<file path="config.mk">
export PLATFORM = sky130hd
export DESIGN_NAME = subcarrier_mapper
export DESIGN_NICKNAME = d
export VERILOG_FILES = /design/src/rtl/subcarrier_mapper.sv
export SDC_FILE = /design/constraint.sdc
export NUM_CORES = 1
export LEC_CHECK = 0
export CAP_MARGIN = 20
export CORE_ASPECT_RATIO = 2
export CORE_UTILIZATION = 55
export DETAILED_ROUTE_END_ITERATION = 10
export HOLD_SLACK_MARGIN = 0.05
export PLACE_DENSITY = 0.81
export SYNTH_ARGS = -nofsm -noshare
export SYNTH_HDL_FRONTEND = slang
export SYNTH_SLANG_ARGS = --single-unit
export TNS_END_PERCENT = 1
</file>
<file path="constraint.sdc">
create_clock -name clk -period 3 [get_ports clk]
set_input_delay 0.45 -clock clk [delete_from_list [all_inputs] [get_ports clk]]
set_output_delay 0.45 -clock clk [all_outputs]
set_load 0.03 [all_outputs]
</file>
<file path="src/rtl/subcarrier_mapper.sv">
// Subcarrier mapper: BPSK/QPSK/16-QAM/64-QAM, pilot and null slots
// mapped to Q2.13 I/Q samples, buffered in a 4-deep output FIFO.
module subcarrier_mapper (
   input  logic               clk,
   input  logic               reset,
   input  logic               en_mapping,
   input  logic               is_zero,
   input  logic               is_pilot,
   input  logic               pilot_indicator,
   input  logic [2:0]         bpsc,
   input  logic [5:0]         intlv_bits,
   output logic               ostream_val,
   output logic signed [15:0] ostream_i,
   output logic signed [15:0] ostream_q,
   output logic               ostream_last,
   input  logic               ostream_rdy,
   output logic               stall,
   output logic               overflow,
   output logic               bpsc_err
);

   localparam logic signed [15:0] ONE   = 16'sd8192;
   localparam logic signed [15:0] QPSK  = 16'sd5793;
   localparam logic [2:0]         DEPTH = 3'd4;

   logic signed [15:0] map_i;
   logic signed [15:0] map_q;
   logic               map_bad;

   logic signed [15:0] mem_i [4];
   logic signed [15:0] mem_q [4];
   logic               mem_last [4];

   logic [1:0] wr_ptr;
   logic [1:0] rd_ptr;
   logic [2:0] count;
   logic [5:0] slot_cnt;

   logic empty;
   logic full;
   logic pop;
   logic push;

   // 16-QAM level, argument is {b0, b1} (Gray coded)
   function automatic logic signed [15:0] lvl16(input logic [1:0] s);
      logic signed [15:0] r;
      case (s)
         2'b00:   r = -16'sd7772;
         2'b01:   r = -16'sd2591;
         2'b11:   r = 16'sd2591;
         default: r = 16'sd7772;
      endcase
      return r;
   endfunction

   // 64-QAM level, argument is {b0, b1, b2} (Gray coded)
   function automatic logic signed [15:0] lvl64(input logic [2:0] s);
      logic signed [15:0] r;
      case (s)
         3'b000:  r = -16'sd8848;
         3'b001:  r = -16'sd6320;
         3'b011:  r = -16'sd3792;
         3'b010:  r = -16'sd1264;
         3'b110:  r = 16'sd1264;
         3'b111:  r = 16'sd3792;
         3'b101:  r = 16'sd6320;
         default: r = 16'sd8848;
      endcase
      return r;
   endfunction

   always_comb begin
      map_i   = '0;
      map_q   = '0;
      map_bad = 1'b0;
      if (is_zero) begin
         map_i = '0;
      end else if (is_pilot) begin
         map_i = pilot_indicator ? ONE : -ONE;
      end else begin
         case (bpsc)
            3'd1: begin
               map_i = intlv_bits[0] ? ONE : -ONE;
            end
            3'd2: begin
               map_i = intlv_bits[0] ? QPSK : -QPSK;
               map_q = intlv_bits[1] ? QPSK : -QPSK;
            end
            3'd4: begin
               map_i = lvl16({intlv_bits[0], intlv_bits[1]});
               map_q = lvl16({intlv_bits[2], intlv_bits[3]});
            end
            3'd6: begin
               map_i = lvl64({intlv_bits[0], intlv_bits[1], intlv_bits[2]});
               map_q = lvl64({intlv_bits[3], intlv_bits[4], intlv_bits[5]});
            end
            default: map_bad = 1'b1;
         endcase
      end
   end

   assign empty = (count == 3'd0);
   assign full  = (count == DEPTH);
   assign pop   = !empty && ostream_rdy;
   // a full FIFO still takes a write when the head leaves the same cycle
   assign push  = en_mapping && (!full || pop);

   always_ff @(posedge clk) begin
      if (push) begin
         mem_i[wr_ptr]    <= map_i;
         mem_q[wr_ptr]    <= map_q;
         mem_last[wr_ptr] <= (slot_cnt == 6'd63);
      end
   end

   always_ff @(posedge clk or posedge reset) begin
      if (reset) begin
         wr_ptr   <= '0;
         rd_ptr   <= '0;
         count    <= '0;
         slot_cnt <= '0;
         overflow <= 1'b0;
         bpsc_err <= 1'b0;
      end else begin
         if (push) begin
            wr_ptr   <= wr_ptr + 2'd1;
            slot_cnt <= slot_cnt + 6'd1;
         end
         if (pop) begin
            rd_ptr <= rd_ptr + 2'd1;
         end
         unique case (1'b1)
            push && !pop: count <= count + 3'd1;
            pop && !push: count <= count - 3'd1;
            default:      count <= count;
         endcase
         if (en_mapping && full && !pop) begin
            overflow <= 1'b1;
         end
         if (en_mapping && map_bad) begin
            bpsc_err <= 1'b1;
         end
      end
   end

   assign ostream_val  = !empty;
   assign ostream_i    = empty ? 16'sd0 : mem_i[rd_ptr];
   assign ostream_q    = empty ? 16'sd0 : mem_q[rd_ptr];
   assign ostream_last = empty ? 1'b0 : mem_last[rd_ptr];
   assign stall        = (count >= 3'd3);

endmodule

</file>
==> results by group <==
Yosys
  • Sequential fraction of the synthesis area: around 64%
  • Syn Area/Cell: 15.1 um2
  • Post-synth net total: between 400 and 500
  • Cells after synthesis: roughly 410
  • Yosys warnings: 0
  • Synth Register Bits: 135
  • Top_reg_cell synth: edfxtp_1
  • Yosys cell types: 44
  • Mapped Area: just over 6000 um2
  • Post-synth EDFFs: 120
  • Ys async rst share: around 11%

Cells and area
  • Share of post-route cells with drive strength above 1: 16.8%
  • # nets final: 510
  • Fillers: approximately 770
  • P&R area growth vs syn: 22.8%
  • ANT cells: 0

Placed design
  • Final HPWL DP: between 8000 and 9000 um
  • Setup WS pre-CTS: around 0.33 ns
  • Port Buf Inserts: 52
  • GPL Wtd Cong: 0.975

CTS
  • H-tree level count: 4
  • Worst-Skew Late Latency: around 0.42 ns
  • Reg clk slew, reported paths: ~0.060 ns
  • CTS sink cnt: between 100 and 150
  • Number of post-CTS setup repair buffers: 0
  • Cts hold-fix bufs: 0
  • CTS tree: built
  • Root buf cell: clkbuf_16
  • CTS max path bufs: 2
  • Post-CTS Resized: 0
  • CTS buffer count: 17

Timing
  • Unrepaired setup endpoints after global routing: false
  • Slew of the pin with the lowest slew margin: about 0.61 ns
  • Setup TNS: 0 ns
  • Ratio of final minimum period to clock period: between 90 and 100%
  • Layout Skew: between 0.008 and 0.009 ns
  • Max Fclk: between 300 and 400 MHz
  • Hold Fails Final Rpt: 0
  • Tmin final: around 2.9 ns
  • Slew HR: about three fifths
  • Setup WS post-layout: between 0.1 and 0.15 ns
  • Final Max Slew Viols: 0
  • Setup-failing EPs final: 0

Worst setup path
  • Endpoint kind of the worst setup timing path: output pin
  • CP Class: reg2out
  • Critical Path AT: approximately 2.4 ns
  • Max FO, Critical Path: 32
  • CP required: about 2.6 ns
  • Critical Path Source Type: register

GRT
  • First-pass GRT wire length: between 20000 and 25000 um
  • Largest net degree at the start of global routing: 33
  • Initial antenna violation count: 0
  • Vias in the first global route: just under 4k
  • Total gr overflow: 0
  • Total GRT Usage: between 20% and 30%

Route
  • DRC errors left: 0
  • Detailed Routing Iterations Pass 1: 4
  • Antenna Nets Post-Route: 0
  • Drt wl/cell: 20.2 um
  • Routed WL: about 13000 um
  • Vias per inst: 5.83
  • DR iter-0 viols: 246
  • Vias: approximately 3.7k

Pwr
  • P per Cell Area: approximately 1100 nW/um2
  • Worst VDD drop: roughly 0.74 mV
  • Leakage: approximately 2.6 nW

Floorplanning
  • Initial Util: 56.8%
  • Core Box Area: ~11000 um2
  • Die Width: 77.2 um
  • Placement Rows: 54
  • DIE AREA: around 12000 um2
  • Die height: 152 um
  • I/O pins: 53

Job
  • Max-Cap Viols: 0

Hold path
  • Hold WC Path Type: in2async

Run status
  • Status: completed
[Yosys cell counts (2+ instances only)]
cell,number,share of area (%)
o21ai_0,17,1.4
nand2_1,21,1.3
nor3_1,3,0.24
and2_1,36,3.6
and3_1,3,0.30
nor2b_1,7,0.70
or3_1,2,0.20
ha_1,19,3.8
xnor2_1,15,2.1
nand4_1,3,0.30
buf_1,2,0.12
a21o_1,5,0.60
inv_1,12,0.72
nor3b_1,2,0.24
buf_6,3,0.54
mux2_2,2,0.36
nand3b_1,5,0.60
buf_4,3,0.36
xor2_1,4,0.56
mux4_2,30,11
edfxtp_1,120,58
dfrtp_1,15,6.0
nand2b_1,4,0.40
buf_2,7,0.56
clkbuf_1,9,0.54
a21oi_1,23,1.9
nor2_1,22,1.3
[cell usage in the layout, fill, tap and decap left out, drive strengths merged, types with 2 or more instances in the layout]
cell type,count
buf,16
clkbuf,18
and3,3
inv,15
or3,3
nand2b,4
o21ai,17
clkinvlp,2
nand2,21
and2,36
ha,19
nor2b,7
a21o,5
nor2,22
edfxtp,120
xnor2,15
nand3b,5
clkdlybuf4s50,52
bufinv,6
nand4,3
clkinv,3
xor2,4
mux4,30
nor3b,2
nor3,3
dfrtp,15
a21oi,23
mux2,2
[cells by family after synthesis]
| family | count (synthesis) | synth area share, % |
|---|---|---|
| flops | 135 | 64.0 |
| simple gates | 114 | 10.0 |
| compound gates | 54 | 4.91 |
| buf+inv | 36 | 2.86 |
| mux | 33 | 11.4 |
| fa+ha+maj | 20 | 4.14 |
| xor+xnor | 19 | 2.68 |
[layer usage]
layer	vias to the layer above	global-route usage (%)	part of all wire, %	wire [um]
li1	1659	-	-	-
met1	1845	26.3	35	4480
met2	123	43.2	57	7280
met3	29	5.39	4.6	586
met4	0	10.9	2.7	340
met5	-	0	0	0
[critical path: stages (launching register included)]
cell	delay (ns)
dfrtp_2	0.37
buf_12	0.26
mux4_2	0.53
and2_1	0.20
clkdlybuf4s50_1	0.60
[report_power, final]
| part | internal [mW] | leakage (nW) | switching [mW] |
|---|---|---|---|
| sequential | 2.58 | 1.21 | 0.179 |
| clock | 1.57 | 0.322 | 0.800 |
| combinational | 1.54 | 1.06 | 1.81 |
| total | 5.69 | 2.59 | 2.78 |
[registers in the layout, summed over array words and instances, names as in the netlist]
register,count
mem_i,60
mem_q,56
slot_cnt,6
mem_last,4
count,3
rd_ptr,2
wr_ptr,2
bpsc_err,1
overflow,1
[per-stage QoR]
step	cells	util [%]	power (mW)	instance area, um2	hold WS [ns]
after global routing	627	69.8	8.83	7640	0.440
after CTS	627	69.8	8.55	7640	0.395
final	627	69.8	8.47	7640	0.386
after global placement	595	63.6	6.08	6970	0.443
after floorplan	411	-	4.95	6220	0.351
after detailed placement	595	63.6	6.17	6970	0.459
[layout make-up]
type	instances	area, um2	area share [%]
clock buffer	18	429	5.62
clock inverter	14	244	3.19
inverter	12	45.0	0.590
multi-input combinational	240	2060	27.0
sequential	135	3980	52.1
tap	140	175	2.29
timing repair buffer	68	703	9.21
[path summary, 6_finish.rpt]
kind                            depth (start not counted)  slack [ns]                     to                   from
worst max register to register                          9        0.72   count[2]$_DFFE_PP0P_   count[0]$_DFFE_PP0P_
max in group asynchronous                               2        2.20  rd_ptr[0]$_DFFE_PP0N_                  reset
worst max-delay path                                    4        0.14          ostream_q[15]  rd_ptr[0]$_DFFE_PP0N_
worst min-delay path                                    2        0.39   overflow$_DFFE_PP0P_                  reset
worst min register to register                          1        0.47   overflow$_DFFE_PP0P_   overflow$_DFFE_PP0P_
min in group clk                                        1        0.47   overflow$_DFFE_PP0P_   overflow$_DFFE_PP0P_
Note: power is estimated with default switching activity, not from simulation.
